**src/rtl/data_sample_packer_pkg.sv**
```systemverilog
// Shared widths and helpers for the data sample packer slice.
package data_sample_packer_pkg;

   localparam int unsigned SAMPLE_W_DEF = 16;
   localparam int unsigned PACK_DEF     = 2;
   localparam int unsigned WORD_W_DEF   = SAMPLE_W_DEF * PACK_DEF;
   localparam int unsigned DROP_CNT_W   = 16;

   function automatic int unsigned log2_ceil(input int unsigned value);
      int unsigned r;
      r = 0;
      while ((64'd1 << r) < 64'(value)) r++;
      return r;
   endfunction

endpackage

```
**src/rtl/data_sample_packer_fifo.sv**
```systemverilog
// First-word-fall-through FIFO: dout shows the head entry whenever empty is low.
module sync_fifo_fwft
   import data_sample_packer_pkg::*;
#(
   parameter int unsigned WIDTH = WORD_W_DEF,
   parameter int unsigned DEPTH = 8
) (
   input  logic                       clk,
   input  logic                       clk_rst,
   input  logic                       push,
   input  logic [WIDTH-1:0]           din,
   output logic                       full,
   input  logic                       pop,
   output logic [WIDTH-1:0]           dout,
   output logic                       empty,
   output logic [log2_ceil(DEPTH):0]  level
);

   localparam int unsigned AW    = log2_ceil(DEPTH);
   localparam int unsigned LVL_W = AW + 1;

   logic [WIDTH-1:0] mem_q [DEPTH];
   logic [AW-1:0]    wr_ptr_q, wr_ptr_d;
   logic [AW-1:0]    rd_ptr_q, rd_ptr_d;
   logic [AW:0]      level_q, level_d;
   logic             do_push, do_pop;

   assign empty   = (level_q == '0);
   assign full    = (level_q == LVL_W'(DEPTH));
   assign do_pop  = pop & ~empty;
   // A push into a full FIFO is taken only when the head leaves in the same cycle.
   assign do_push = push & (~full | do_pop);

   always_comb begin
      wr_ptr_d = wr_ptr_q;
      rd_ptr_d = rd_ptr_q;
      level_d  = level_q;
      if (do_push) wr_ptr_d = wr_ptr_q + AW'(1);
      if (do_pop)  rd_ptr_d = rd_ptr_q + AW'(1);
      case ({do_push, do_pop})
         2'b10:   level_d = level_q + LVL_W'(1);
         2'b01:   level_d = level_q - LVL_W'(1);
         default: level_d = level_q;
      endcase
   end

   always_ff @(posedge clk or posedge clk_rst) begin
      if (clk_rst) begin
         wr_ptr_q <= '0;
         rd_ptr_q <= '0;
         level_q  <= '0;
      end else begin
         wr_ptr_q <= wr_ptr_d;
         rd_ptr_q <= rd_ptr_d;
         level_q  <= level_d;
      end
   end

   always_ff @(posedge clk) begin
      if (do_push) mem_q[wr_ptr_q] <= din;
   end

   assign dout  = empty ? '0 : mem_q[rd_ptr_q];
   assign level = level_q;

endmodule

```
**src/rtl/data_sample_packer.sv**
```systemverilog
// Captures one sample per data_clk rising edge, packs PACK samples per word and
// queues the words towards the SDRAM write path with drop accounting.
module data_sample_packer
   import data_sample_packer_pkg::*;
#(
   parameter int unsigned SAMPLE_W   = SAMPLE_W_DEF,
   parameter int unsigned PACK       = PACK_DEF,
   parameter int unsigned FIFO_DEPTH = 8
) (
   input  logic                            clk,
   input  logic                            clk_rst,
   input  logic                            data_clk,
   input  logic                            enable,
   input  logic [SAMPLE_W-1:0]             sample_in,
   output logic [SAMPLE_W*PACK-1:0]        out_data,
   output logic                            out_valid,
   input  logic                            out_ready,
   output logic                            overflow,
   output logic [DROP_CNT_W-1:0]           drop_cnt,
   output logic [31:0]                     sample_cnt,
   output logic [log2_ceil(FIFO_DEPTH):0]  fifo_level
);

   localparam int unsigned WORD_W = SAMPLE_W * PACK;
   localparam int unsigned IDX_W  = (PACK > 1) ? log2_ceil(PACK) : 1;
   localparam logic [IDX_W-1:0] LAST_IDX = IDX_W'(PACK - 1);

   logic                             dclk_q;
   logic [IDX_W-1:0]                 idx_q, idx_d;
   logic [PACK-1:0][SAMPLE_W-1:0]    slots_q, slots_d;
   logic [31:0]                      sample_cnt_q, sample_cnt_d;
   logic [DROP_CNT_W-1:0]            drop_cnt_q, drop_cnt_d;
   logic                             overflow_q, overflow_d;

   logic                             strobe, capture, complete;
   logic                             fifo_full, fifo_empty, pop, drop;
   logic [WORD_W-1:0]                word;

   assign strobe   = data_clk & ~dclk_q;
   assign capture  = strobe & enable;
   assign complete = capture & (idx_q == LAST_IDX);
   assign pop      = out_valid & out_ready;
   assign drop     = complete & fifo_full & ~pop;

   // The completing sample goes straight from the bus into the top slot of the pushed word.
   always_comb begin
      word = slots_q;
      word[(PACK-1)*SAMPLE_W +: SAMPLE_W] = sample_in;
   end

   always_comb begin
      idx_d        = idx_q;
      slots_d      = slots_q;
      sample_cnt_d = sample_cnt_q;
      drop_cnt_d   = drop_cnt_q;
      overflow_d   = overflow_q;
      if (!enable) begin
         idx_d = '0;
      end else if (capture) begin
         slots_d[idx_q] = sample_in;
         sample_cnt_d   = sample_cnt_q + 32'd1;
         idx_d          = (idx_q == LAST_IDX) ? '0 : idx_q + IDX_W'(1);
      end
      if (drop) begin
         overflow_d = 1'b1;
         if (drop_cnt_q != '1) drop_cnt_d = drop_cnt_q + DROP_CNT_W'(1);
      end
   end

   always_ff @(posedge clk or posedge clk_rst) begin
      if (clk_rst) begin
         dclk_q       <= 1'b0;
         idx_q        <= '0;
         slots_q      <= '0;
         sample_cnt_q <= '0;
         drop_cnt_q   <= '0;
         overflow_q   <= 1'b0;
      end else begin
         dclk_q       <= data_clk;
         idx_q        <= idx_d;
         slots_q      <= slots_d;
         sample_cnt_q <= sample_cnt_d;
         drop_cnt_q   <= drop_cnt_d;
         overflow_q   <= overflow_d;
      end
   end

   sync_fifo_fwft #(
      .WIDTH (WORD_W),
      .DEPTH (FIFO_DEPTH)
   ) u_fifo (
      .clk     (clk),
      .clk_rst (clk_rst),
      .push    (complete),
      .din     (word),
      .full    (fifo_full),
      .pop     (pop),
      .dout    (out_data),
      .empty   (fifo_empty),
      .level   (fifo_level)
   );

   assign out_valid  = ~fifo_empty;
   assign overflow   = overflow_q;
   assign drop_cnt   = drop_cnt_q;
   assign sample_cnt = sample_cnt_q;

endmodule

```
**config.mk**
```make
export PLATFORM = sky130hd
export DESIGN_NAME = data_sample_packer
export DESIGN_NICKNAME = d
export VERILOG_FILES = /design/src/rtl/data_sample_packer_pkg.sv /design/src/rtl/data_sample_packer_fifo.sv /design/src/rtl/data_sample_packer.sv
export SDC_FILE = /design/constraint.sdc
export NUM_CORES = 1
export LEC_CHECK = 0
export BUFFER_PORTS_ARGS = -buffer_cell sky130_fd_sc_hd__buf_2
export CELL_PAD_IN_SITES_DETAIL_PLACEMENT = 0
export CELL_PAD_IN_SITES_GLOBAL_PLACEMENT = 2
export CORE_ASPECT_RATIO = 0.7
export CORE_MARGIN = 4
export CORE_UTILIZATION = 45
export CTS_CLUSTER_DIAMETER = 30
export DETAILED_ROUTE_END_ITERATION = 8
export PLACE_DENSITY = 0.79
export SYNTH_ARGS = -nofsm -noshare
export SYNTH_HDL_FRONTEND = slang
export SYNTH_SLANG_ARGS = --single-unit
```
**constraint.sdc**
```tcl
create_clock -name clk -period 12.9 [get_ports clk]
set_clock_uncertainty 0.2 [all_clocks]
set_input_delay 3.225 -clock clk [delete_from_list [all_inputs] [get_ports clk]]
set_output_delay 3.225 -clock clk [all_outputs]
set_load 0.01 [all_outputs]
```
# ---- Word level (Yosys, flattened, before mapping)
# Memories as Yosys holds them, arrays and structs flattened.
# Index checks and enable logic that the tools add are counted.
dict set report classes {
  order_cmp 2
  addsub 7
  n_bitwise 13
  n_eq_ne 5
  muxes 10
  reduce_logical 5
}
# op count
set op_table {}
lappend op_table {{32-bit by 1-bit adder with 32-bit output (second input constant)} 1}
lappend op_table {{32-bit bitwise mux} 1}
lappend op_table {{32-bit two-way mux} 1}
lappend op_table {{16-bit by 1-bit adder with 16-bit output (second input constant)} 1}
lappend op_table {{16-bit demux with 1-bit select} 1}
lappend op_table {{16-bit two-way mux} 1}
lappend op_table {{16-bit inequality test (second input constant)} 1}
lappend op_table {{1-bit AND} 8}
lappend op_table {{4-bit case mux with 2 select lines} 1}
lappend op_table {{3-bit by 1-bit adder with 3-bit output (second input constant)} 2}
lappend op_table {{1-bit two-way mux} 5}
lappend op_table {{4-bit by 1-bit adder with 4-bit output (second input constant)} 1}
lappend op_table {{4-bit == test (second input constant)} 1}
lappend op_table {{4-bit logical NOT} 1}
lappend op_table {{1-bit inverter} 4}
lappend op_table {{2-bit AND reduction} 2}
lappend op_table {{4-bit by 1-bit subtractor with 4-bit output (second input constant)} 1}
lappend op_table {{2-bit by 1-bit == test with 1-bit output (second input constant)} 1}
lappend op_table {{2-bit == test (second input constant)} 1}
lappend op_table {{1-bit by 2-bit less-than comparator with 1-bit output (second input constant)} 1}
lappend op_table {{2-bit by 1-bit inequality test with 1-bit output (second input constant)} 1}
lappend op_table {{2-bit nonzero test} 1}
lappend op_table {{1-bit adder (second input constant)} 1}
lappend op_table {{1-bit greater-or-equal comparator (second input constant)} 1}
lappend op_table {{2 further kinds} 2}
dict set report word_totals {
  in_bits 21
  ram_bits 256
  mem_count 1
  register_bits 93
}
# name words width rd rd_ports_with_merged_regs write_ports line_no
set memory_table {}
lappend memory_table {u_fifo.mem_q 8 32 1 0 1 data_sample_packer_fifo.sv:22} ;# logic [WIDTH-1:0] mem_q [DEPTH];

# ---- Logic depth before layout (Yosys ltp)
# Gate-level depths: netlist of the first run.
dict set report depth {
  word_depth 8
  depth_mapped 8
  ltp_nobuf 7
}

# ---- Cells and area by module
# A second synthesis of the first run with hierarchy kept.
dict set report hier_totals {
  cells_unflattened 671
  area_unflattened_um2 13110.1
}
# module n_inst cells_per_inst seq_area_each_um2 area_per_inst_um2
set by_module_without_submodules {}
lappend by_module_without_submodules {sync_fifo_fwft 1 439 7937.6 10218.6}
lappend by_module_without_submodules {data_sample_packer 1 232 1676.6 2891.5}

# ---- Least setup slack after synthesis of the first run
# No wires, ideal clock.
dict set report synth_timing {
  path_type {input -> register}
  from {in enable}
  to {mem u_fifo.mem_q[0][0] (netlist bit) (enable)}
  setup_slack_ps 5492
  path_stages 3
  t_arrival_ps 6707
  setup_time_ps 501
  cell_sequence {and4b_1 o21ai_1 nor4_1}
}
dict set report synth_between {
  elab_chain_cells 5
}
# element line_no
set synth_lines {}
lappend synth_lines {{start, declared} data_sample_packer.sv:13} ;# input logic enable,
lappend synth_lines {{1-bit AND} data_sample_packer.sv:40} ;# assign capture = strobe & enable;
lappend synth_lines {{1-bit AND} data_sample_packer.sv:41} ;# assign complete = capture & (idx_q == LAST_IDX);
lappend synth_lines {{1-bit AND} data_sample_packer_fifo.sv:32} ;# assign do_push = push & (~full | do_pop);
lappend synth_lines {{1-bit two-way mux} data_sample_packer_fifo.sv:60} ;# if (do_push) mem_q[wr_ptr_q] <= din;
lappend synth_lines {{1-bit two-way mux (implied by the code)} data_sample_packer_fifo.sv:60}
lappend synth_lines {{end, declared} data_sample_packer_fifo.sv:22}
# Every way passes these cells.

# ---- Worst setup path after layout of the first run
dict set report layout_timing {
  from {reg u_fifo.rd_ptr_q[0]}
  to {out out_data[7]}
}
dict set report layout_between {
  elab_chain_cells 2
}
# element line_no
set layout_lines {}
lappend layout_lines {{start, declared} data_sample_packer_fifo.sv:24} ;# logic [AW-1:0] rd_ptr_q, rd_ptr_d;
lappend layout_lines {{start signal, assigned} data_sample_packer_fifo.sv:54} ;# rd_ptr_q <= rd_ptr_d;
lappend layout_lines {{memory read 8 x 32 bit} n/a}
lappend layout_lines {{32-bit two-way mux} data_sample_packer_fifo.sv:63} ;# assign dout = empty ? '0 : mem_q[rd_ptr_q];
lappend layout_lines {{end, declared} data_sample_packer.sv:15} ;# output logic [SAMPLE_W*PACK-1:0] out_data,
# Every way passes these cells.

==> results of run 1 <==
-- flip-flops by register name, indices dropped and copies added, names as in the netlist --
signal,count
dclk_q,1
overflow,1
u_fifo.mem_q,256
u_fifo.rd_ptr_q,3
drop_cnt,16
u_fifo.wr_ptr_q,3
sample_cnt,32
idx_q,1
u_fifo.level,4
slots_q,16
-- cell usage in the layout, fill, tap and decap left out, types with 6 or more instances in the layout --
cell type   instances
buf_2             106
buf_4              15
bufinv_16           6
clkbuf_1            6
clkbuf_16          55
clkinv_2           11
clkinvlp_4          7
dfrtp_1            74
edfxtp_1          256
mux2_2             20
mux2i_1            33
mux4_2             64
nand2_1            25
nand3_1            22
nand4_1            20
nor2_1             41
nor3_1             10
nor3_2              9
xnor2_1            33
xor2_1             18
-- power breakdown --
group	switching (µW)	total (µW)	leakage [µW]	internal (µW)
logic	356	703	0.00182	347
registers	102	1320	0.00331	1220
clock network	518	1440	0.000898	926
-- kinds of logic (layout without fill, tap and decap cells) --
group,Yosys count,in the layout,share of synthesized area [%]
mux,118,118,15.1
fa+ha+maj,5,5,0.471
simple gates,172,172,7.11
xor+xnor,51,51,3.36
flops,333,333,72.4
buf+inv,32,227,1.09
compound gates,9,9,0.480
-- per-layer routing --
metal	global-route usage [%]	vias to the layer above
met2	28.8	163
met4	4.57	0
met1	27.2	3700
met5	0	-
li1	-	3165
met3	3.95	40
-- layout make-up --
cell class	instances	area, µm²
sequential	333	9620
fill	2272	12800
multi-input combinational	355	3580
clock inverter	38	422
inverter	4	16.3
tap	378	473
clock buffer	64	1440
timing repair buffer	121	643
-- per-stage QoR --
step                power [µW]  hold WS, ps
floorplan                 1810          308
global placement          2050          244
detailed placement        2060          286
CTS                       3520          298
global route              3640          302
finish                    3470          297
-- worst paths after layout --
kind	end	slack, ps	depth (start not counted)
hold reg to reg	overflow	300	1
min in group asynchronous	slots_q[2]	2430	2
setup / recovery	out_data[7]	6310	5
max in group asynchronous	u_fifo.rd_ptr_q[0]	8780	3
setup reg to reg	u_fifo.mem_q[7][9]	10170	5
hold / removal	overflow	300	1
-- worst register-to-register path: cells and delay by family, from the launching register on --
kind,cells,cell delay (ps)
buf+inv,1,500
simple gates,3,790
flops,1,400
compound gates,1,440
==> flow_summary.html, run 1 <==
<table>
<tr><th>Metric</th><th>Value</th></tr>
<tr><th colspan="2">Synth</th></tr>
<tr><td>Synthesized netlist net count</td><td>746</td></tr>
<tr><td>Most area-hungry cell type in the Yosys netlist</td><td>edfxtp_1</td></tr>
<tr><td>Sequential share of the synthesized area</td><td>72.4%</td></tr>
<tr><td>Most used DFF post-synth</td><td>edfxtp_1</td></tr>
<tr><td>Biggest area contributors in the synthesized netlist</td><td>edfxtp_1 58%, dfrtp_1 15%, mux4_2 11%</td></tr>
<tr><td>Count leader, synth</td><td>edfxtp_1</td></tr>
<tr><td>Number of enable flip-flop cells after synthesis</td><td>256</td></tr>
<tr><td>Mean Syn Cell Area</td><td>18.5 µm²</td></tr>
<tr><td>Mapped Cells</td><td>720</td></tr>
<tr><td>Number of register bits inferred by synthesis</td><td>333</td></tr>
<tr><td>Library cells used by synthesis</td><td>44</td></tr>
<tr><td>Synthesis warning total</td><td>0</td></tr>
<tr><td>Syn Std Cell Area</td><td>13300 µm²</td></tr>
<tr><td>Async SR Flop Fraction</td><td>23.1%</td></tr>
<tr><td>Fraction of synthesized cell area taken by the top area cell type</td><td>57.9%</td></tr>
<tr><td>Commonest cells in the synthesized netlist</td><td>256 x edfxtp_1, 77 x dfrtp_1, 64 x mux4_2, 45 x nor2_1</td></tr>
<tr><th colspan="2">Worst setup path</th></tr>
<tr><td>Worst R2R Start</td><td>dclk_q</td></tr>
<tr><td>Type of element launching the critical path</td><td>flop</td></tr>
<tr><td>Worst EP required</td><td>9470 ps</td></tr>
<tr><td>Slowest cell on the critical path</td><td>dfrtp_4</td></tr>
<tr><td>Worst setup path category</td><td>reg2out</td></tr>
<tr><td>Sequence of cells on the critical path</td><td>buf_4, mux4_2, mux2i_1, nor2_1, buf_2</td></tr>
<tr><td>Buffer and inverter count on the worst path</td><td>2</td></tr>
<tr><td>CP top delay family</td><td>buffers and inverters</td></tr>
<tr><td>CP endpoint kind</td><td>output pin</td></tr>
<tr><td>Data arrival time at the worst-slack endpoint</td><td>3170 ps</td></tr>
<tr><td>Maximum fanout along the worst path</td><td>37</td></tr>
<tr><td>Stage delay of the slowest cell on the critical path</td><td>810 ps</td></tr>
<tr><td>Worst setup path startpoint</td><td>u_fifo.rd_ptr_q[0]</td></tr>
<tr><th colspan="2">Floorplanning</th></tr>
<tr><td>I/O Pins</td><td>107</td></tr>
<tr><td>Overall die area</td><td>32400 µm²</td></tr>
<tr><td>Starting density of the core</td><td>45.8%</td></tr>
<tr><td>Core outline area</td><td>29000 µm²</td></tr>
<tr><td>Overall die width</td><td>213 µm</td></tr>
<tr><td>Y dimension of the die</td><td>152 µm</td></tr>
<tr><td>Total number of placement rows</td><td>52</td></tr>
<tr><th colspan="2">Clocking</th></tr>
<tr><td>Maximum number of buffers from clock root to sink</td><td>3</td></tr>
<tr><td>Clk Tree Root Cell</td><td>clkbuf_16</td></tr>
<tr><td>Number of sinks driven by the clock tree</td><td>333</td></tr>
<tr><td>Clock network latency to the later pin of the worst-skew pair</td><td>570 ps</td></tr>
<tr><td>Postcts setup bufs</td><td>0</td></tr>
<tr><td>CTS resizes</td><td>0</td></tr>
<tr><td>TritonCTS clock tree</td><td>done</td></tr>
<tr><td>Number of H-tree levels</td><td>2</td></tr>
<tr><td>CTS clk-pin slew, worst paths</td><td>50 ps</td></tr>
<tr><td>Count of hold-fix buffers inserted at cts</td><td>0</td></tr>
<tr><td>Number of buffers inserted during clock tree synthesis</td><td>54</td></tr>
<tr><th colspan="2">Pwr</th></tr>
<tr><td>Worst ir drop on vdd</td><td>0.114 mV</td></tr>
<tr><td>Power Dens Cells</td><td>214 nW/µm²</td></tr>
<tr><td>Standby leakage power</td><td>0.00603 µW</td></tr>
<tr><th colspan="2">Drt</th></tr>
<tr><td>Routed length per instance</td><td>22.5 µm</td></tr>
<tr><td>Routed Antenna Nets</td><td>0</td></tr>
<tr><td>M1 wire length</td><td>13.5 mm</td></tr>
<tr><td>Residual DRC</td><td>0</td></tr>
<tr><td>Met3 Routed Length</td><td>1.42 mm</td></tr>
<tr><td>Uppermost layer routed</td><td>met4</td></tr>
<tr><td>Detailed route wirelength on metal2</td><td>13.8 mm</td></tr>
<tr><td>First drt pass iteration count</td><td>4</td></tr>
<tr><td>Detailed-route wire length</td><td>29.1 mm</td></tr>
<tr><td>Detail-routed via count per cell</td><td>5.47</td></tr>
<tr><td>Detailed Route Iter0 Violations</td><td>512</td></tr>
<tr><td>Vias post-DR</td><td>7068</td></tr>
<tr><th colspan="2">Cells and area</th></tr>
<tr><td>Layout-stage area growth over the synthesis result</td><td>21.9%</td></tr>
<tr><td>Final net count</td><td>895</td></tr>
<tr><td>Total inserted antenna cells</td><td>0</td></tr>
<tr><td>Share of post-route cells with drive strength above 1</td><td>35.6%</td></tr>
<tr><td>Fin area</td><td>16200 µm²</td></tr>
<tr><td>Final core area utilization</td><td>55.8%</td></tr>
<tr><td>Final non-filler cell total</td><td>1293</td></tr>
<tr><th colspan="2">STA</th></tr>
<tr><td>Highest attainable clock frequency</td><td>0.152 GHz</td></tr>
<tr><td>Max-slew violation count</td><td>0</td></tr>
<tr><td>Setup slack after layout</td><td>6310 ps</td></tr>
<tr><td>RSZ-0062 raised after global routing</td><td>false</td></tr>
<tr><td>Worst slew margin relative to its limit</td><td>20.1%</td></tr>
<tr><td>Slew at the pin closest to its max-slew limit</td><td>1190 ps</td></tr>
<tr><td>Sum Neg Setup Slack</td><td>0 ps</td></tr>
<tr><td>Hold Fails Final Rpt</td><td>0</td></tr>
<tr><td>Part of the cycle the worst path needs</td><td>51.1%</td></tr>
<tr><td>Min Tclk post-route</td><td>6590 ps</td></tr>
<tr><td>Final setup violation count</td><td>0</td></tr>
<tr><th colspan="2">Placement</th></tr>
<tr><td>Post-detailed-placement half-perimeter wirelength</td><td>16.5 mm</td></tr>
<tr><td>Worst setup slack after placement</td><td>6760 ps</td></tr>
<tr><td>Number of buffer cells added on primary ports</td><td>106</td></tr>
<tr><td>Routability congestion estimate</td><td>0.757</td></tr>
<tr><td>Cell area after placement</td><td>14300 µm²</td></tr>
<tr><td>Placed insts</td><td>1191</td></tr>
<tr><th colspan="2">Outcome</th></tr>
<tr><td>Run status</td><td>finished clean</td></tr>
<tr><th colspan="2">Global route</th></tr>
<tr><td>Global Route Usage Sum</td><td>18.5%</td></tr>
<tr><td>Maximum number of pins on one net before global-route repair</td><td>67</td></tr>
<tr><td>Number of global-route vias before repair</td><td>7512</td></tr>
<tr><td>Overflow left after global routing</td><td>0</td></tr>
<tr><td>Initial antenna violation count</td><td>0</td></tr>
<tr><td>Global-route wire length before repair</td><td>45.1 mm</td></tr>
<tr><th colspan="2">Hold path</th></tr>
<tr><td>Worst hold path type</td><td>reg2reg</td></tr>
<tr><td>Hold path start</td><td>overflow</td></tr>
<tr><th colspan="2">Flow run</th></tr>
<tr><td>Reported max-cap violation count</td><td>0</td></tr>
</table>
Power figures use the tool's default switching activity.
==> inputs of run 2 (changes only) <==
CORE_UTILIZATION = 41   (was 45)
PLACE_DENSITY = 0.76   (was 0.79)
clock period = 5.6 ns   (was 12.9 ns; I/O delays follow)
==> run 2 against run 1 <==
  * Final cell count is 3.0% higher
  * Non-clock buffer count grew 1
  * Routed wire length is 2.1% lower
  * Global-route usage is 2.2 points lower
  * Design area grew 0.19%
  * Combinational power increased by 120%
  * Clock power rose by 130%
  * Sequential share of layout area shrank 0.11 points
  * Critical path type unchanged
  * Critical path depth did not move
==> flow_summary.html, run 2 (synthesis results as in run 1) <==
<table>
<tr><th>Metric</th><th>Value</th></tr>
<tr><th colspan="2">Outcome</th></tr>
<tr><td>Run status</td><td>finished clean (unchanged)</td></tr>
<tr><th colspan="2">Worst setup path</th></tr>
<tr><td>Worst setup path startpoint</td><td>u_fifo.rd_ptr_q[0] (unchanged)</td></tr>
<tr><td>Data arrival time at the worst-slack endpoint</td><td>3010 ps (was 3170 ps)</td></tr>
<tr><td>Worst setup path category</td><td>reg2out (unchanged)</td></tr>
<tr><td>Worst R2R Start</td><td>dclk_q (unchanged)</td></tr>
<tr><td>Endpoint of the most critical setup path</td><td>out_data[13] (was out_data[7])</td></tr>
<tr><td>Reg-to-reg slack, setup</td><td>2640 ps (was 10170 ps)</td></tr>
<tr><td>FF-to-FF path depth</td><td>5 (unchanged)</td></tr>
<tr><td>Sequence of cells on the critical path</td><td>buf_4, mux4_2, mux2i_1, nor2_1, buf_2 (unchanged)</td></tr>
<tr><td>Maximum fanout along the worst path</td><td>48 (was 37)</td></tr>
<tr><td>CP endpoint kind</td><td>output pin (unchanged)</td></tr>
<tr><td>Worst EP required</td><td>4000 ps (was 9470 ps)</td></tr>
<tr><td>Type of element launching the critical path</td><td>flop (unchanged)</td></tr>
<tr><td>R2r endpoint</td><td>u_fifo.mem_q[7][3] (was u_fifo.mem_q[7][9])</td></tr>
<tr><td>Stage delay of the slowest cell on the critical path</td><td>1090 ps (was 810 ps)</td></tr>
<tr><td>CP top delay family</td><td>flip-flops (was buffers and inverters)</td></tr>
<tr><td>Buffer and inverter count on the worst path</td><td>2 (unchanged)</td></tr>
<tr><td>WP depth</td><td>5 (unchanged)</td></tr>
<tr><td>Slowest cell on the critical path</td><td>dfrtp_4 (unchanged)</td></tr>
<tr><th colspan="2">STA</th></tr>
<tr><td>Hold Fails Final Rpt</td><td>0 (unchanged)</td></tr>
<tr><td>Sum Neg Setup Slack</td><td>0 ps (unchanged)</td></tr>
<tr><td>Worst slew margin relative to its limit</td><td>20.3% (was 20.1%)</td></tr>
<tr><td>RSZ-0062 raised after global routing</td><td>false (unchanged)</td></tr>
<tr><td>Setup slack after layout</td><td>991 ps (was 6310 ps)</td></tr>
<tr><td>Worst hold slack</td><td>274 ps (was 297 ps)</td></tr>
<tr><td>Final setup violation count</td><td>0 (unchanged)</td></tr>
<tr><td>Max-slew violation count</td><td>0 (unchanged)</td></tr>
<tr><td>Part of the cycle the worst path needs</td><td>82.3%</td></tr>
<tr><td>Highest attainable clock frequency</td><td>0.217 GHz</td></tr>
<tr><td>Slew at the pin closest to its max-slew limit</td><td>1190 ps (about the same)</td></tr>
<tr><td>Min Tclk post-route</td><td>4610 ps</td></tr>
<tr><th colspan="2">Clocking</th></tr>
<tr><td>Number of H-tree levels</td><td>2 (unchanged)</td></tr>
<tr><td>Count of hold-fix buffers inserted at cts</td><td>0 (unchanged)</td></tr>
<tr><td>Number of buffers inserted during clock tree synthesis</td><td>52 (was 54)</td></tr>
<tr><td>CTS clk-pin slew, worst paths</td><td>60 ps (was 50 ps)</td></tr>
<tr><td>CTS resizes</td><td>0 (unchanged)</td></tr>
<tr><td>Postcts setup bufs</td><td>0 (unchanged)</td></tr>
<tr><td>Maximum number of buffers from clock root to sink</td><td>3 (unchanged)</td></tr>
<tr><td>Number of sinks driven by the clock tree</td><td>333 (unchanged)</td></tr>
<tr><td>Clock network latency to the later pin of the worst-skew pair</td><td>570 ps (about the same)</td></tr>
<tr><td>TritonCTS clock tree</td><td>done (unchanged)</td></tr>
<tr><td>Clk Tree Root Cell</td><td>clkbuf_16 (unchanged)</td></tr>
<tr><th colspan="2">Global route</th></tr>
<tr><td>Global-route wire length before repair</td><td>45.3 mm (was 45.1 mm)</td></tr>
<tr><td>Overflow left after global routing</td><td>0 (unchanged)</td></tr>
<tr><td>Maximum number of pins on one net before global-route repair</td><td>58 (was 67)</td></tr>
<tr><td>Global Route Usage Sum</td><td>16.4% (was 18.5%)</td></tr>
<tr><td>Initial antenna violation count</td><td>2 (was 0)</td></tr>
<tr><td>Number of global-route vias before repair</td><td>7800 (was 7512)</td></tr>
<tr><th colspan="2">Floorplanning</th></tr>
<tr><td>I/O Pins</td><td>107 (unchanged)</td></tr>
<tr><td>Y dimension of the die</td><td>159 µm (was 152 µm)</td></tr>
<tr><td>Core outline area</td><td>31600 µm² (was 29000 µm²)</td></tr>
<tr><td>Overall die width</td><td>223 µm (was 213 µm)</td></tr>
<tr><td>Starting density of the core</td><td>42.1% (was 45.8%)</td></tr>
<tr><td>Total number of placement rows</td><td>54 (was 52)</td></tr>
<tr><td>Overall die area</td><td>35400 µm² (was 32400 µm²)</td></tr>
<tr><th colspan="2">Pwr</th></tr>
<tr><td>Sum of internal, switching and leakage power</td><td>7960 µW (was 3470 µW)</td></tr>
<tr><td>Worst ir drop on vdd</td><td>0.288 mV (was 0.114 mV)</td></tr>
<tr><td>Standby leakage power</td><td>0.00602 µW (was 0.00603 µW)</td></tr>
<tr><td>Power Dens Cells</td><td>491 nW/µm² (was 214 nW/µm²)</td></tr>
<tr><th colspan="2">Drt</th></tr>
<tr><td>Routed Antenna Nets</td><td>0 (unchanged)</td></tr>
<tr><td>Residual DRC</td><td>0 (unchanged)</td></tr>
<tr><td>Detail-routed via count per cell</td><td>5.36 (was 5.47)</td></tr>
<tr><td>Detailed Route Iter0 Violations</td><td>504 (was 512)</td></tr>
<tr><td>Detailed-route wire length</td><td>28.5 mm (was 29.1 mm)</td></tr>
<tr><td>Vias post-DR</td><td>7139 (was 7068)</td></tr>
<tr><td>First drt pass iteration count</td><td>4 (unchanged)</td></tr>
<tr><td>Routed length per instance</td><td>21.4 µm (was 22.5 µm)</td></tr>
<tr><th colspan="2">Placement</th></tr>
<tr><td>Number of buffer cells added on primary ports</td><td>106 (unchanged)</td></tr>
<tr><td>Worst setup slack after placement</td><td>1500 ps (was 6760 ps)</td></tr>
<tr><td>Post-detailed-placement half-perimeter wirelength</td><td>16.8 mm (was 16.5 mm)</td></tr>
<tr><td>Cell area after placement</td><td>14400 µm² (was 14300 µm²)</td></tr>
<tr><td>Routability congestion estimate</td><td>0.789 (was 0.757)</td></tr>
<tr><th colspan="2">Cells and area</th></tr>
<tr><td>Share of post-route cells with drive strength above 1</td><td>36.0% (was 35.6%)</td></tr>
<tr><td>Commonest cells after routing, fill and taps aside</td><td>256 x edfxtp_1, 106 x buf_2, 74 x dfrtp_1 (unchanged)</td></tr>
<tr><td>Fill count</td><td>2523 (was 2272)</td></tr>
<tr><td>Largest reg by FF count</td><td>u_fifo.mem_q (unchanged)</td></tr>
<tr><td>Max FFs per register</td><td>256 (unchanged)</td></tr>
<tr><td>Storage cell area</td><td>9620 µm² (unchanged)</td></tr>
<tr><td>Footprint of the multi-input gates</td><td>3590 µm² (was 3580 µm²)</td></tr>
<tr><td>Fin area</td><td>16200 µm² (about the same)</td></tr>
<tr><td>Total inserted antenna cells</td><td>0 (unchanged)</td></tr>
<tr><td>Most common cell after layout, fill and taps aside</td><td>edfxtp_1 (unchanged)</td></tr>
<tr><td>Final net count</td><td>894 (was 895)</td></tr>
<tr><td>Layout-stage area growth over the synthesis result</td><td>22.2% (was 21.9%)</td></tr>
<tr><th colspan="2">Flow run</th></tr>
<tr><td>Reported max-cap violation count</td><td>0 (unchanged)</td></tr>
<tr><th colspan="2">Hold path</th></tr>
<tr><td>Worst hold path type</td><td>reg2reg (unchanged)</td></tr>
</table>
run 2: area by class of cell:
| type | instances | share of cell area, % |
|---|---|---|
| Tap cell | 420 | 3.24 |
| Clock buffer | 56 | 8.11 |
| Timing Repair Buffer | 122 | 4.01 |
| Sequential cell | 333 | 59.3 |
| Multi-Input combinational cell | 355 | 22.1 |
| Clock inverter | 42 | 3.13 |
| Inverter | 4 | 0.100 |
run 2: through the flow:
stage               utilization, %  instances
finish                        51.4       1332
CTS                           51.4       1332
detailed placement            45.6       1234
global placement              45.6       1234
floorplan                        -        720
global route                  51.4       1332
run 2: routing by layer:
metal / up-vias / track usage (%) / routed length, µm
met2: 190 / 25.4 / 13300
met4: 4 / 4.14 / 457
met5: - / 0 / 26
li1: 3180 / - / -
met1: 3717 / 23.7 / 13200
met3: 48 / 3.87 / 1540
run 2: where the power goes:
| group | internal [µW] | switching, µW | total, µW |
|---|---|---|---|
| Combinational | 804 | 734 | 1540 |
| Sequential | 2810 | 322 | 3130 |
| Clock | 2010 | 1280 | 3290 |
| Total | 5630 | 2340 | 7960 |
run 2: worst min-delay path by stage:
| stage | slack, ps | startpoint | depth (start not counted) | end |
|---|---|---|---|---|
| detailed placement | 260 | overflow | 1 | overflow |
| finish | 270 | overflow | 1 | overflow |
| global route | 320 | sample_cnt[31] | 1 | sample_cnt[31] |
| global placement | 250 | overflow | 1 | overflow |
| floorplan | 310 | sample_cnt[31] | 1 | sample_cnt[31] |
| CTS | 280 | overflow | 1 | overflow |
run 2: worst register-to-register path, delay by kind of cell (launching register included):
family	cells	cell delay [ps]
buf+inv	1	360
simple gates	3	1270
compound gates	1	420
flops	1	400
==> inputs of run 3 (changes only) <==
clock period = 3.7 ns   (was 5.6 ns; I/O delays follow)
==> run 3 against run 2 <==
  * Sequential power increased by 49%
  * Design area is 1.8% higher
  * Clock power is 55% higher
  * Flip-flop and latch count did not move
  * Register-to-register slack worse by 1500 ps
  * Critical endpoint is now out_data[27]
  * Sequential share of layout area shrank 1.0 points
==> flow_summary.html, run 3 (synthesis results as in run 1) <==
<table>
<tr><th>Metric</th><th>Value</th></tr>
<tr><th colspan="2">Outcome</th></tr>
<tr><td>Run status</td><td>finished clean (unchanged)</td></tr>
<tr><th colspan="2">Worst setup path</th></tr>
<tr><td>R2r endpoint</td><td>u_fifo.mem_q[3][13] (was u_fifo.mem_q[7][3])</td></tr>
<tr><td>CP top delay family</td><td>simple AND/OR/NAND/NOR gates (was flip-flops)</td></tr>
<tr><td>Worst R2R Start</td><td>dclk_q (unchanged)</td></tr>
<tr><td>Maximum fanout along the worst path</td><td>33 (was 48)</td></tr>
<tr><td>Worst EP required</td><td>2570 ps (was 4000 ps)</td></tr>
<tr><td>Data arrival time at the worst-slack endpoint</td><td>2400 ps (was 3010 ps)</td></tr>
<tr><td>Buffer and inverter count on the worst path</td><td>2 (unchanged)</td></tr>
<tr><td>Worst setup path category</td><td>reg2out (unchanged)</td></tr>
<tr><td>Slowest cell on the critical path</td><td>dfrtp_1 (was dfrtp_4)</td></tr>
<tr><td>Sequence of cells on the critical path</td><td>or3_4, nor2_4, buf_4, nor2_1, buf_2 (was buf_4, mux4_2, mux2i_1, nor2_1, buf_2)</td></tr>
<tr><td>Stage delay of the slowest cell on the critical path</td><td>490 ps (was 1090 ps)</td></tr>
<tr><td>Type of element launching the critical path</td><td>flop (unchanged)</td></tr>
<tr><td>FF-to-FF path depth</td><td>5 (unchanged)</td></tr>
<tr><td>CP endpoint kind</td><td>output pin (unchanged)</td></tr>
<tr><td>Reg-to-reg slack, setup</td><td>1120 ps (was 2640 ps)</td></tr>
<tr><th colspan="2">Floorplanning</th></tr>
<tr><td>Core outline area</td><td>31600 µm² (unchanged)</td></tr>
<tr><td>Overall die area</td><td>35400 µm² (unchanged)</td></tr>
<tr><td>Overall die width</td><td>223 µm (unchanged)</td></tr>
<tr><td>Starting density of the core</td><td>42.1% (unchanged)</td></tr>
<tr><td>I/O Pins</td><td>107 (unchanged)</td></tr>
<tr><td>Y dimension of the die</td><td>159 µm (unchanged)</td></tr>
<tr><td>Total number of placement rows</td><td>54 (unchanged)</td></tr>
<tr><th colspan="2">Cells and area</th></tr>
<tr><td>Most common cell after layout, fill and taps aside</td><td>edfxtp_1 (unchanged)</td></tr>
<tr><td>Fill count</td><td>2482 (was 2523)</td></tr>
<tr><td>Max FFs per register</td><td>256 (unchanged)</td></tr>
<tr><td>Final net count</td><td>905 (was 894)</td></tr>
<tr><td>Final core area utilization</td><td>52.3% (was 51.4%)</td></tr>
<tr><td>Final non-filler cell total</td><td>1344 (was 1332)</td></tr>
<tr><td>Total inserted antenna cells</td><td>0 (unchanged)</td></tr>
<tr><td>Footprint of the multi-input gates</td><td>3600 µm² (was 3590 µm²)</td></tr>
<tr><td>Commonest cells after routing, fill and taps aside</td><td>256 x edfxtp_1, 106 x buf_2, 74 x dfrtp_1 (unchanged)</td></tr>
<tr><td>Largest reg by FF count</td><td>u_fifo.mem_q (unchanged)</td></tr>
<tr><td>Share of post-route cells with drive strength above 1</td><td>36.8% (was 36.0%)</td></tr>
<tr><td>Layout-stage area growth over the synthesis result</td><td>24.3% (was 22.2%)</td></tr>
<tr><td>Fin area</td><td>16500 µm² (was 16200 µm²)</td></tr>
<tr><td>Storage cell area</td><td>9620 µm² (about the same)</td></tr>
<tr><th colspan="2">Clocking</th></tr>
<tr><td>CTS clk-pin slew, worst paths</td><td>50 ps (was 60 ps)</td></tr>
<tr><td>Count of hold-fix buffers inserted at cts</td><td>0 (unchanged)</td></tr>
<tr><td>Number of buffers inserted during clock tree synthesis</td><td>53 (was 52)</td></tr>
<tr><td>Number of H-tree levels</td><td>2 (unchanged)</td></tr>
<tr><td>TritonCTS clock tree</td><td>done (unchanged)</td></tr>
<tr><td>Clk Tree Root Cell</td><td>clkbuf_16 (unchanged)</td></tr>
<tr><td>Number of sinks driven by the clock tree</td><td>333 (unchanged)</td></tr>
<tr><td>Maximum number of buffers from clock root to sink</td><td>3 (unchanged)</td></tr>
<tr><td>Clock network latency to the later pin of the worst-skew pair</td><td>570 ps (about the same)</td></tr>
<tr><th colspan="2">Placement</th></tr>
<tr><td>Cell area after placement</td><td>14600 µm² (was 14400 µm²)</td></tr>
<tr><td>Number of buffer cells added on primary ports</td><td>106 (unchanged)</td></tr>
<tr><td>Placed insts</td><td>1241 (was 1234)</td></tr>
<tr><td>Post-detailed-placement half-perimeter wirelength</td><td>17.4 mm (was 16.8 mm)</td></tr>
<tr><td>Worst setup slack after placement</td><td>521 ps (was 1500 ps)</td></tr>
<tr><td>Routability congestion estimate</td><td>0.785 (was 0.789)</td></tr>
<tr><th colspan="2">Drt</th></tr>
<tr><td>Vias post-DR</td><td>7164 (was 7139)</td></tr>
<tr><td>Detail-routed via count per cell</td><td>5.33 (was 5.36)</td></tr>
<tr><td>First drt pass iteration count</td><td>4 (unchanged)</td></tr>
<tr><td>Detailed-route wire length</td><td>29.0 mm (was 28.5 mm)</td></tr>
<tr><td>Detailed Route Iter0 Violations</td><td>477 (was 504)</td></tr>
<tr><td>Routed Antenna Nets</td><td>0 (unchanged)</td></tr>
<tr><td>Residual DRC</td><td>0 (unchanged)</td></tr>
<tr><td>Routed length per instance</td><td>21.6 µm (was 21.4 µm)</td></tr>
<tr><th colspan="2">STA</th></tr>
<tr><td>Highest attainable clock frequency</td><td>0.284 GHz</td></tr>
<tr><td>Hold Fails Final Rpt</td><td>0 (unchanged)</td></tr>
<tr><td>Setup slack after layout</td><td>179 ps (was 991 ps)</td></tr>
<tr><td>Part of the cycle the worst path needs</td><td>95.2%</td></tr>
<tr><td>Worst slew margin relative to its limit</td><td>33.7% (was 20.3%)</td></tr>
<tr><td>RSZ-0062 raised after global routing</td><td>false (unchanged)</td></tr>
<tr><td>Final setup violation count</td><td>0 (unchanged)</td></tr>
<tr><td>Max-slew violation count</td><td>0 (unchanged)</td></tr>
<tr><td>Slew at the pin closest to its max-slew limit</td><td>994 ps (was 1190 ps)</td></tr>
<tr><td>Min Tclk post-route</td><td>3520 ps</td></tr>
<tr><th colspan="2">Hold path</th></tr>
<tr><td>Worst hold path type</td><td>reg2reg (unchanged)</td></tr>
<tr><td>Worst Hold End</td><td>overflow (unchanged)</td></tr>
<tr><td>Number of cells traversed by the worst hold path</td><td>1 (unchanged)</td></tr>
<tr><td>Hold path start</td><td>overflow (unchanged)</td></tr>
<tr><th colspan="2">Global route</th></tr>
<tr><td>Global Route Usage Sum</td><td>16.5% (was 16.4%)</td></tr>
<tr><td>Initial antenna violation count</td><td>1 (was 2)</td></tr>
<tr><td>Overflow left after global routing</td><td>0 (unchanged)</td></tr>
<tr><td>Maximum number of pins on one net before global-route repair</td><td>53 (was 58)</td></tr>
<tr><td>Number of global-route vias before repair</td><td>7623 (was 7800)</td></tr>
<tr><td>Global-route wire length before repair</td><td>45.2 mm (was 45.3 mm)</td></tr>
<tr><th colspan="2">Pwr</th></tr>
<tr><td>Power Dens Cells</td><td>745 nW/µm² (was 491 nW/µm²)</td></tr>
<tr><td>Share of total power in the clock network</td><td>41.4% (about the same)</td></tr>
<tr><td>Net Sw Frac</td><td>28.4% (was 29.4%)</td></tr>
<tr><td>Total internal power</td><td>8810 µW (was 5630 µW)</td></tr>
<tr><td>Worst ir drop on vdd</td><td>0.457 mV (was 0.288 mV)</td></tr>
<tr><td>Standby leakage power</td><td>0.00612 µW (was 0.00602 µW)</td></tr>
<tr><td>Part of the total power dissipated in combinational logic</td><td>20.8% (was 19.3%)</td></tr>
<tr><td>Power share of the sequential group</td><td>37.8% (was 39.3%)</td></tr>
<tr><td>Net Switching</td><td>3490 µW (was 2340 µW)</td></tr>
<tr><th colspan="2">Flow run</th></tr>
<tr><td>Reported max-cap violation count</td><td>0 (unchanged)</td></tr>
</table>
## run 3: cell types whose count changed in the layout (fill, tap and decap cells not counted), sizes merged
cell	change
inv	-6
clkbuf	+4
buf	+10
clkinv	+1
bufinv	+1
clkinvlp	+2
## run 3: metal layers
layer,share of wire [%],vias to the layer above,global-route usage (%),wire (µm)
li1,-,3189,-,-
met1,46,3723,24.0,13200
met2,46,196,25.5,13500
met3,5.8,54,3.37,1690
met4,2.2,2,5.34,626
met5,0.062,-,0,18
## run 3: per-stage QoR
stage / hold slack, ps / setup TNS, ps / power, µW
after CTS: 267 / 0 / 12500
after global placement: 260 / 0 / 7290
after detailed placement: 255 / 0 / 7320
final: 268 / 0 / 12300
after floorplan: 308 / -57140 / 6320
after global routing: 300 / 0 / 12900
## run 3: what timing repair did
action                     in CTS  in global routing
cloned                          0                  0
resized for setup               0                  1
buffers inserted                3                  0
setup endpoints to repair       1                  1
## run 3: final cells by class
type                    count  share of cell area, %
clock buffers              60                   8.63
flip-flops and latches    333                   58.3
clock inverters            40                   2.77
well taps                 420                   3.18
inverters                   4                 0.0985
repair buffers            132                   5.23
multi-input cells         355                   21.8
## run 3: power groups by stage
stage                     Sequential [µW]  Clock (µW)  Combinational [µW]
after floorplan                      4490           0                1830
after global placement               4750           0                2540
after detailed placement             4760           0                2560
after CTS                            4660        5200                2640
after global routing                 4700        5390                2840
final                                4650        5090                2560
## run 3: worst max path at each step
| stage | start | end | slack, ps | cells after the start |
|---|---|---|---|---|
| 2_1_floorplan | enable | u_fifo.mem_q[2][0] | -570 | 3 |
| 3_3_place_gp | data_clk | u_fifo.mem_q[3][13] | 600 | 6 |
| 3_5_place_dp | data_clk | u_fifo.mem_q[3][12] | 520 | 6 |
| 4_1_cts | u_fifo.rd_ptr_q[1] | out_data[5] | 30 | 5 |
| 5_1_grt | u_fifo.level[0] | out_data[27] | 20 | 5 |
| 6_report | u_fifo.level[0] | out_data[27] | 180 | 5 |
